## src/rtl/bus_cycle_sequencer.sv

```systemverilog
// -----------------------------------------------------------------------------
// bus_cycle_sequencer
//   Sequences one bus machine cycle at a time (M1 fetch, memory read/write,
//   IO read/write) through T-states and drives the active-low strobe and
//   bus-drive requests for the pin interface. It also handles external bus
//   request/grant and the halt flag.
//
//   Every output is a flop. The next-state decode also produces the output
//   values of the state being entered, so the outputs always match the state
//   that is current.
//
// Ports
//   CLK, notRESET           clock, asynchronous active-low reset
//   cyc_req, cyc_type[2:0]  cycle request (level) and type; the type is
//                           latched when the request is accepted
//   notWAIT                 bus wait (active low)
//   notBUSREQ               external bus request (active low)
//   halt_req                core halted (level)
//   cyc_ack, din_latch      one-clock strobes to the core
//   busy                    high when not in IDLE
//   notPI_Flag_*            active-low strobe requests
//   notPI_Activate_*        active-low bus drive enables
//   PI_SelectAdt1           selects the refresh address during M1 T3/T4
//
// Configuration
//   BUSSEQ_WAIT_EN  when defined, notWAIT=0 inserts or extends TW states.
//                   When it is not defined, notWAIT is ignored. The automatic
//                   IO TW is still inserted.
// -----------------------------------------------------------------------------
module bus_cycle_sequencer (
    input  logic       CLK,
    input  logic       notRESET,
    input  logic       cyc_req,
    input  logic [2:0] cyc_type,
    input  logic       notWAIT,
    input  logic       notBUSREQ,
    input  logic       halt_req,
    output logic       cyc_ack,
    output logic       din_latch,
    output logic       busy,
    output logic       notPI_Flag_M1,
    output logic       notPI_Flag_MREQ,
    output logic       notPI_Flag_RD,
    output logic       notPI_Flag_WR,
    output logic       notPI_Flag_IORQ,
    output logic       notPI_Flag_RFSH,
    output logic       notPI_Flag_BUSAK,
    output logic       notPI_Flag_HALT,
    output logic       notPI_Activate_Ad_high,
    output logic       notPI_Activate_Ad_low,
    output logic       notPI_Activate_Dt,
    output logic       PI_SelectAdt1
);

    typedef enum logic [2:0] {IDLE, T1, T2, TW, T3, T4, GRANT} state_t;

    localparam logic [2:0] TY_M1   = 3'd0;
    localparam logic [2:0] TY_MRD  = 3'd1;
    localparam logic [2:0] TY_MWR  = 3'd2;
    localparam logic [2:0] TY_IORD = 3'd3;
    localparam logic [2:0] TY_IOWR = 3'd4;

`ifdef BUSSEQ_WAIT_EN
    localparam logic WAIT_EN = 1'b1;
`else
    localparam logic WAIT_EN = 1'b0;
`endif

    state_t     state, nextState;
    logic [2:0] cycType, nextType;
    logic       isFinal, waitActive;

    // Output values for the state being entered.
    logic nAck, nDin, nBusy, nM1, nMreq, nRd, nWr, nIorq, nRfsh, nBusak, nHalt;
    logic nAdHigh, nAdLow, nDt, nSel;

    assign waitActive = WAIT_EN & ~notWAIT;

    // Final T-state of the current cycle. Requests are sampled here and in IDLE.
    always_comb begin
        isFinal = 1'b0;
        case (state)
            T1:      isFinal = (cycType > TY_IOWR);   // illegal type: one T1 only
            T3:      isFinal = (cycType != TY_M1);    // M1 goes on to T4
            T4:      isFinal = 1'b1;
            default: isFinal = 1'b0;
        endcase
    end

    always_comb begin
        nextState = state;
        nextType  = cycType;
        if (state == IDLE || isFinal) begin
            if (!notBUSREQ) begin
                nextState = GRANT;
            end else if (cyc_req) begin
                nextState = T1;
                nextType  = cyc_type;
            end else begin
                nextState = IDLE;
            end
        end else begin
            case (state)
                T1:      nextState = T2;
                // IO cycles always get one TW after T2.
                T2:      nextState = (waitActive || cycType == TY_IORD || cycType == TY_IOWR) ? TW : T3;
                TW:      nextState = waitActive ? TW : T3;
                T3:      nextState = T4;
                GRANT:   nextState = notBUSREQ ? IDLE : GRANT;
                default: nextState = IDLE;
            endcase
        end
    end

    always_comb begin
        logic inCyc, early, mid, thru3;
        nAck = 1'b0;  nDin = 1'b0;  nBusy = (nextState != IDLE);
        nM1 = 1'b1;   nMreq = 1'b1; nRd = 1'b1;  nWr = 1'b1;
        nIorq = 1'b1; nRfsh = 1'b1; nBusak = 1'b1;
        nHalt = ~halt_req;
        nAdHigh = 1'b1; nAdLow = 1'b1; nDt = 1'b1; nSel = 1'b0;

        inCyc = (nextState == T1) || (nextState == T2) || (nextState == TW) ||
                (nextState == T3) || (nextState == T4);
        early = (nextState == T1) || (nextState == T2) || (nextState == TW);
        mid   = (nextState == T2) || (nextState == TW) || (nextState == T3);
        thru3 = early || (nextState == T3);

        if (inCyc) begin
            nAdHigh = 1'b0;
            nAdLow  = 1'b0;
            case (nextType)
                TY_M1: begin
                    if (early) begin
                        nM1 = 1'b0; nMreq = 1'b0; nRd = 1'b0;
                    end else begin
                        // T3/T4: refresh with the IR address
                        nMreq = 1'b0; nRfsh = 1'b0; nSel = 1'b1;
                    end
                    nDin = (nextState == T3);
                    nAck = (nextState == T4);
                end
                TY_MRD: begin
                    if (thru3) begin nMreq = 1'b0; nRd = 1'b0; end
                    nDin = (nextState == T3);
                    nAck = (nextState == T3);
                end
                TY_MWR: begin
                    if (thru3) begin nMreq = 1'b0; nDt = 1'b0; end
                    if (mid)   nWr = 1'b0;
                    nAck = (nextState == T3);
                end
                TY_IORD: begin
                    if (mid) begin nIorq = 1'b0; nRd = 1'b0; end
                    nDin = (nextState == T3);
                    nAck = (nextState == T3);
                end
                TY_IOWR: begin
                    if (mid)   begin nIorq = 1'b0; nWr = 1'b0; end
                    if (thru3) nDt = 1'b0;
                    nAck = (nextState == T3);
                end
                default: nAck = (nextState == T1);   // illegal: acknowledge and drop
            endcase
        end else if (nextState == GRANT) begin
            nBusak = 1'b0;
        end
    end

    always_ff @(posedge CLK or negedge notRESET) begin
        if (!notRESET) begin
            state   <= IDLE;
            cycType <= TY_M1;
            cyc_ack <= 1'b0;  din_latch <= 1'b0;  busy <= 1'b0;
            notPI_Flag_M1   <= 1'b1; notPI_Flag_MREQ  <= 1'b1;
            notPI_Flag_RD   <= 1'b1; notPI_Flag_WR    <= 1'b1;
            notPI_Flag_IORQ <= 1'b1; notPI_Flag_RFSH  <= 1'b1;
            notPI_Flag_BUSAK <= 1'b1; notPI_Flag_HALT <= 1'b1;
            notPI_Activate_Ad_high <= 1'b1; notPI_Activate_Ad_low <= 1'b1;
            notPI_Activate_Dt <= 1'b1; PI_SelectAdt1 <= 1'b0;
        end else begin
            state   <= nextState;
            cycType <= nextType;
            cyc_ack <= nAck;  din_latch <= nDin;  busy <= nBusy;
            notPI_Flag_M1   <= nM1;   notPI_Flag_MREQ  <= nMreq;
            notPI_Flag_RD   <= nRd;   notPI_Flag_WR    <= nWr;
            notPI_Flag_IORQ <= nIorq; notPI_Flag_RFSH  <= nRfsh;
            notPI_Flag_BUSAK <= nBusak; notPI_Flag_HALT <= nHalt;
            notPI_Activate_Ad_high <= nAdHigh; notPI_Activate_Ad_low <= nAdLow;
            notPI_Activate_Dt <= nDt; PI_SelectAdt1 <= nSel;
        end
    end

endmodule

```

## config.mk

```make
export PLATFORM = sky130hd
export DESIGN_NAME = bus_cycle_sequencer
export DESIGN_NICKNAME = d
export VERILOG_FILES = /design/src/rtl/bus_cycle_sequencer.sv
export SDC_FILE = /design/constraint.sdc
export NUM_CORES = 1
export LEC_CHECK = 0
export CORE_ASPECT_RATIO = 0.8
export CORE_MARGIN = 8
export CORE_UTILIZATION = 30
export CTS_BUF_LIST = sky130_fd_sc_hd__clkbuf_16
export DETAILED_ROUTE_END_ITERATION = 8
export MAX_ROUTING_LAYER = met4
export PLACE_DENSITY = 0.56
export RECOVER_POWER = 100
export SYNTH_ARGS = -nofsm -noshare
export SYNTH_HDL_FRONTEND = slang
export SYNTH_SLANG_ARGS = --single-unit
```

## constraint.sdc

```tcl
create_clock -name CLK -period 5.64 [get_ports CLK]
set_input_delay 1.692 -clock CLK [delete_from_list [all_inputs] [get_ports CLK]]
set_output_delay 1.692 -clock CLK [all_outputs]
set_load 0.1 [all_outputs]
```

==> qor.yml <==
die:
  rows: 19
  ios: 24
  dieHeight_um: 70.4
  die_x_um: 84.0
  initial_utilization: 0.317
  core-area_mm2: 0.00349
  die_area_mm2: 0.00591
synthesis:
  ys_warn_count: 0
  synth_top_area_cell: "dfstp_2"
  yosys.area_share.simple: 0.202
  postSynth.asyncResetShare: 1.00
  syn_nets: 118
  synth-compound-area-share: 0.204
  synth_seq_cells: 20
  synthMuxAreaShare: 0.0440
  synth_fa_ha_area_frac: 0.0102
  ys.flop_type: "dfstp_2"
  yosys-top-cells-area: "dfstp_2 (24%), dfrtp_1 (23%), inv_1 (2.4%)"
  syn_area_mm2: 0.00111
  synth_top_family_by_area: "compound AO/OA/AOI/OAI gates"
  synth_top_area_frac: 0.237
  seq_area_frac_synth: 0.463
  synth.avg_cell_area_um2: 10.2
  synth.distinct_cells: 47
  synth_edf_count: 0
  synthXorXnorAreaFrac: 0.0158
  syn-instance-count: 109
global_route:
  grt_pass1_wl_um: 4360
  grt_pass1_vias: 871
  grt_util_all_layers: 0.0922
  grt_max_degree: 21
  grt-ovfl-total: 0
  antenna_found_initial: 0
setup_path:
  crit_required_ns: 5.79
  cp_max_fo: 12
  crit_type: "input port to flip-flop"
  arrival_ns: 4.04
  critPathCaptureType: "flip-flop"
  critPathLaunchType: "input port"
sta:
  fin_skew_ns: 0.00289
  max_slew.worst_pin.slew_ns: 0.993
  clock.fmax_ghz: 0.257
  final.period_utilization: 0.689
  rsz0062_at_grt: "no"
  hold_violations: 0
  setup_tns_ns: 0
  slew_violations: 0
  final_period_minus_worst_setup_slack_ns: 3.89
  maxSlewHeadroom: 0.336
  setup_viol: 0
final_layout:
  final_cell_mix: "dlygate4sd3_1 (18), dfrtp_1 (10), dfstp_2 (10)"
  drive_gt1_frac: 0.180
  layout_commonest_cell: "dlygate4sd3_1"
  fillers: 346
  diodes: 0
  syn_to_final_growth_pct: 28.1
  nNetsFinal: 138
place:
  portBuffers: 22
  hpwl_um: 1970
  globalplace.congestion: 0.785
route:
  drc: 0
  drtAntennaViolNets: 0
  drt_pass1_iterations: 4
  wl_per_cell_um: 14.8
  vias_per_cell: 5.06
  wl_um: 2520
  vias: 861
  drt-initial-drc-count: 36
clock_tree:
  post_cts_buffers: 0
  clock_sinks: 20
  hold_buffers: 0
  cts-root-buf: "clkbuf_16"
  cts_made_buffers: 3
  cts_max_path_buffers: 2
  cts_tree: "done"
  insertion_delay_ns: 0.25
  clk_pin_slew_ns: 0.05
  cts_resized: 0
  htree_levels: 1
worst_hold_path:
  hold_class: "flip-flop to flip-flop"
status:
  status: "complete, no violations"
job:
  cap_violations: 0
area by class of cell:
class,count,area (µm²),area share
Clock inverter,1,30.0,0.0211
Sequential cell,20,513,0.361
Tap cell,42,52.6,0.0370
Inverter,8,30.0,0.0211
Clock buffer,3,75.1,0.0529
Timing Repair Buffer,22,220,0.155
Multi-Input combinational cell,74,499,0.352
synthesized netlist by cell type (2+ instances only):
| cell type | instances |
|---|---|
| nor3b_1 | 2 |
| nor2_1 | 7 |
| and3b_1 | 2 |
| o211ai_1 | 2 |
| o21ai_1 | 3 |
| xnor2_1 | 2 |
| o31ai_1 | 2 |
| nor2b_1 | 4 |
| a21oi_1 | 3 |
| nand2_1 | 6 |
| a31oi_1 | 3 |
| dfstp_2 | 10 |
| o22ai_1 | 2 |
| inv_1 | 7 |
| o21ai_0 | 4 |
| buf_2 | 3 |
| buf_4 | 2 |
| nand3_1 | 5 |
| dfrtp_1 | 10 |
| mux2i_1 | 2 |
| clkbuf_1 | 2 |
path summary, 6_finish.rpt:
path | start | end | slack, ns | cells after the start
setup / recovery | notBUSREQ | cyc_ack$_DFF_PN0_ | 1.75 | 5
hold / removal | cycType[0]$_DFF_PN0_ | notPI_Flag_WR$_DFF_PN1_ | 0.77 | 4
setup reg to reg | state[0]$_DFF_PN0_ | cyc_ack$_DFF_PN0_ | 2.95 | 6
hold reg to reg | cycType[0]$_DFF_PN0_ | notPI_Flag_WR$_DFF_PN1_ | 0.77 | 4
max in group asynchronous | notRESET | cycType[0]$_DFF_PN0_ | 3.11 | 1
min in group asynchronous | notRESET | cyc_ack$_DFF_PN0_ | 2.00 | 1
worst max-delay path: stages:
cell and delay, ns:
dlygate4sd3_1 0.63, nand4_1 0.51, mux2_1 0.59, maj3_2 0.34, a221oi_2 0.26
flip-flops by register name, summed over array words and instances (netlist names):
name                   count
notPI_Flag_WR              1
notPI_Flag_MREQ            1
PI_SelectAdt1              1
notPI_Flag_IORQ            1
notPI_Flag_BUSAK           1
busy                       1
din_latch                  1
notPI_Activate_Dt          1
notPI_Flag_RD              1
notPI_Activate_Ad_low      1
notPI_Flag_HALT            1
state                      3
notPI_Flag_M1              1
cycType                    3
notPI_Flag_RFSH            1
cyc_ack                    1
metrics by stage:
step                std cells  hold slack [ns]  setup WS (ns)  instance area, µm²   util
floorplan                 109            0.666           2.73                1110      -
global placement          166            0.773           1.85                1340  0.385
detailed placement        166            0.768           1.83                1340  0.385
CTS                       170            0.778           2.02                1450  0.415
global route              170            0.815           1.57                1420  0.406
finish                    170            0.774           1.75                1420  0.406
routing by layer:
| metal | routed length [µm] | track usage |
|---|---|---|
| met5 | 0 | - |
| met4 | 9 | 0.0172 |
| met3 | 219 | 0.0463 |
| met2 | 1060 | 0.133 |
| met1 | 1230 | 0.114 |
cell families after synthesis:
logic type | count (synthesis)
mux | 4
simple gates | 37
flops | 20
buf+inv | 15
compound gates | 30
xor+xnor | 2
fa+ha+maj | 1
Power is left out: the tool's default activity adds up to more than one toggle a clock period on the data nets, which glitch-free logic cannot reach.
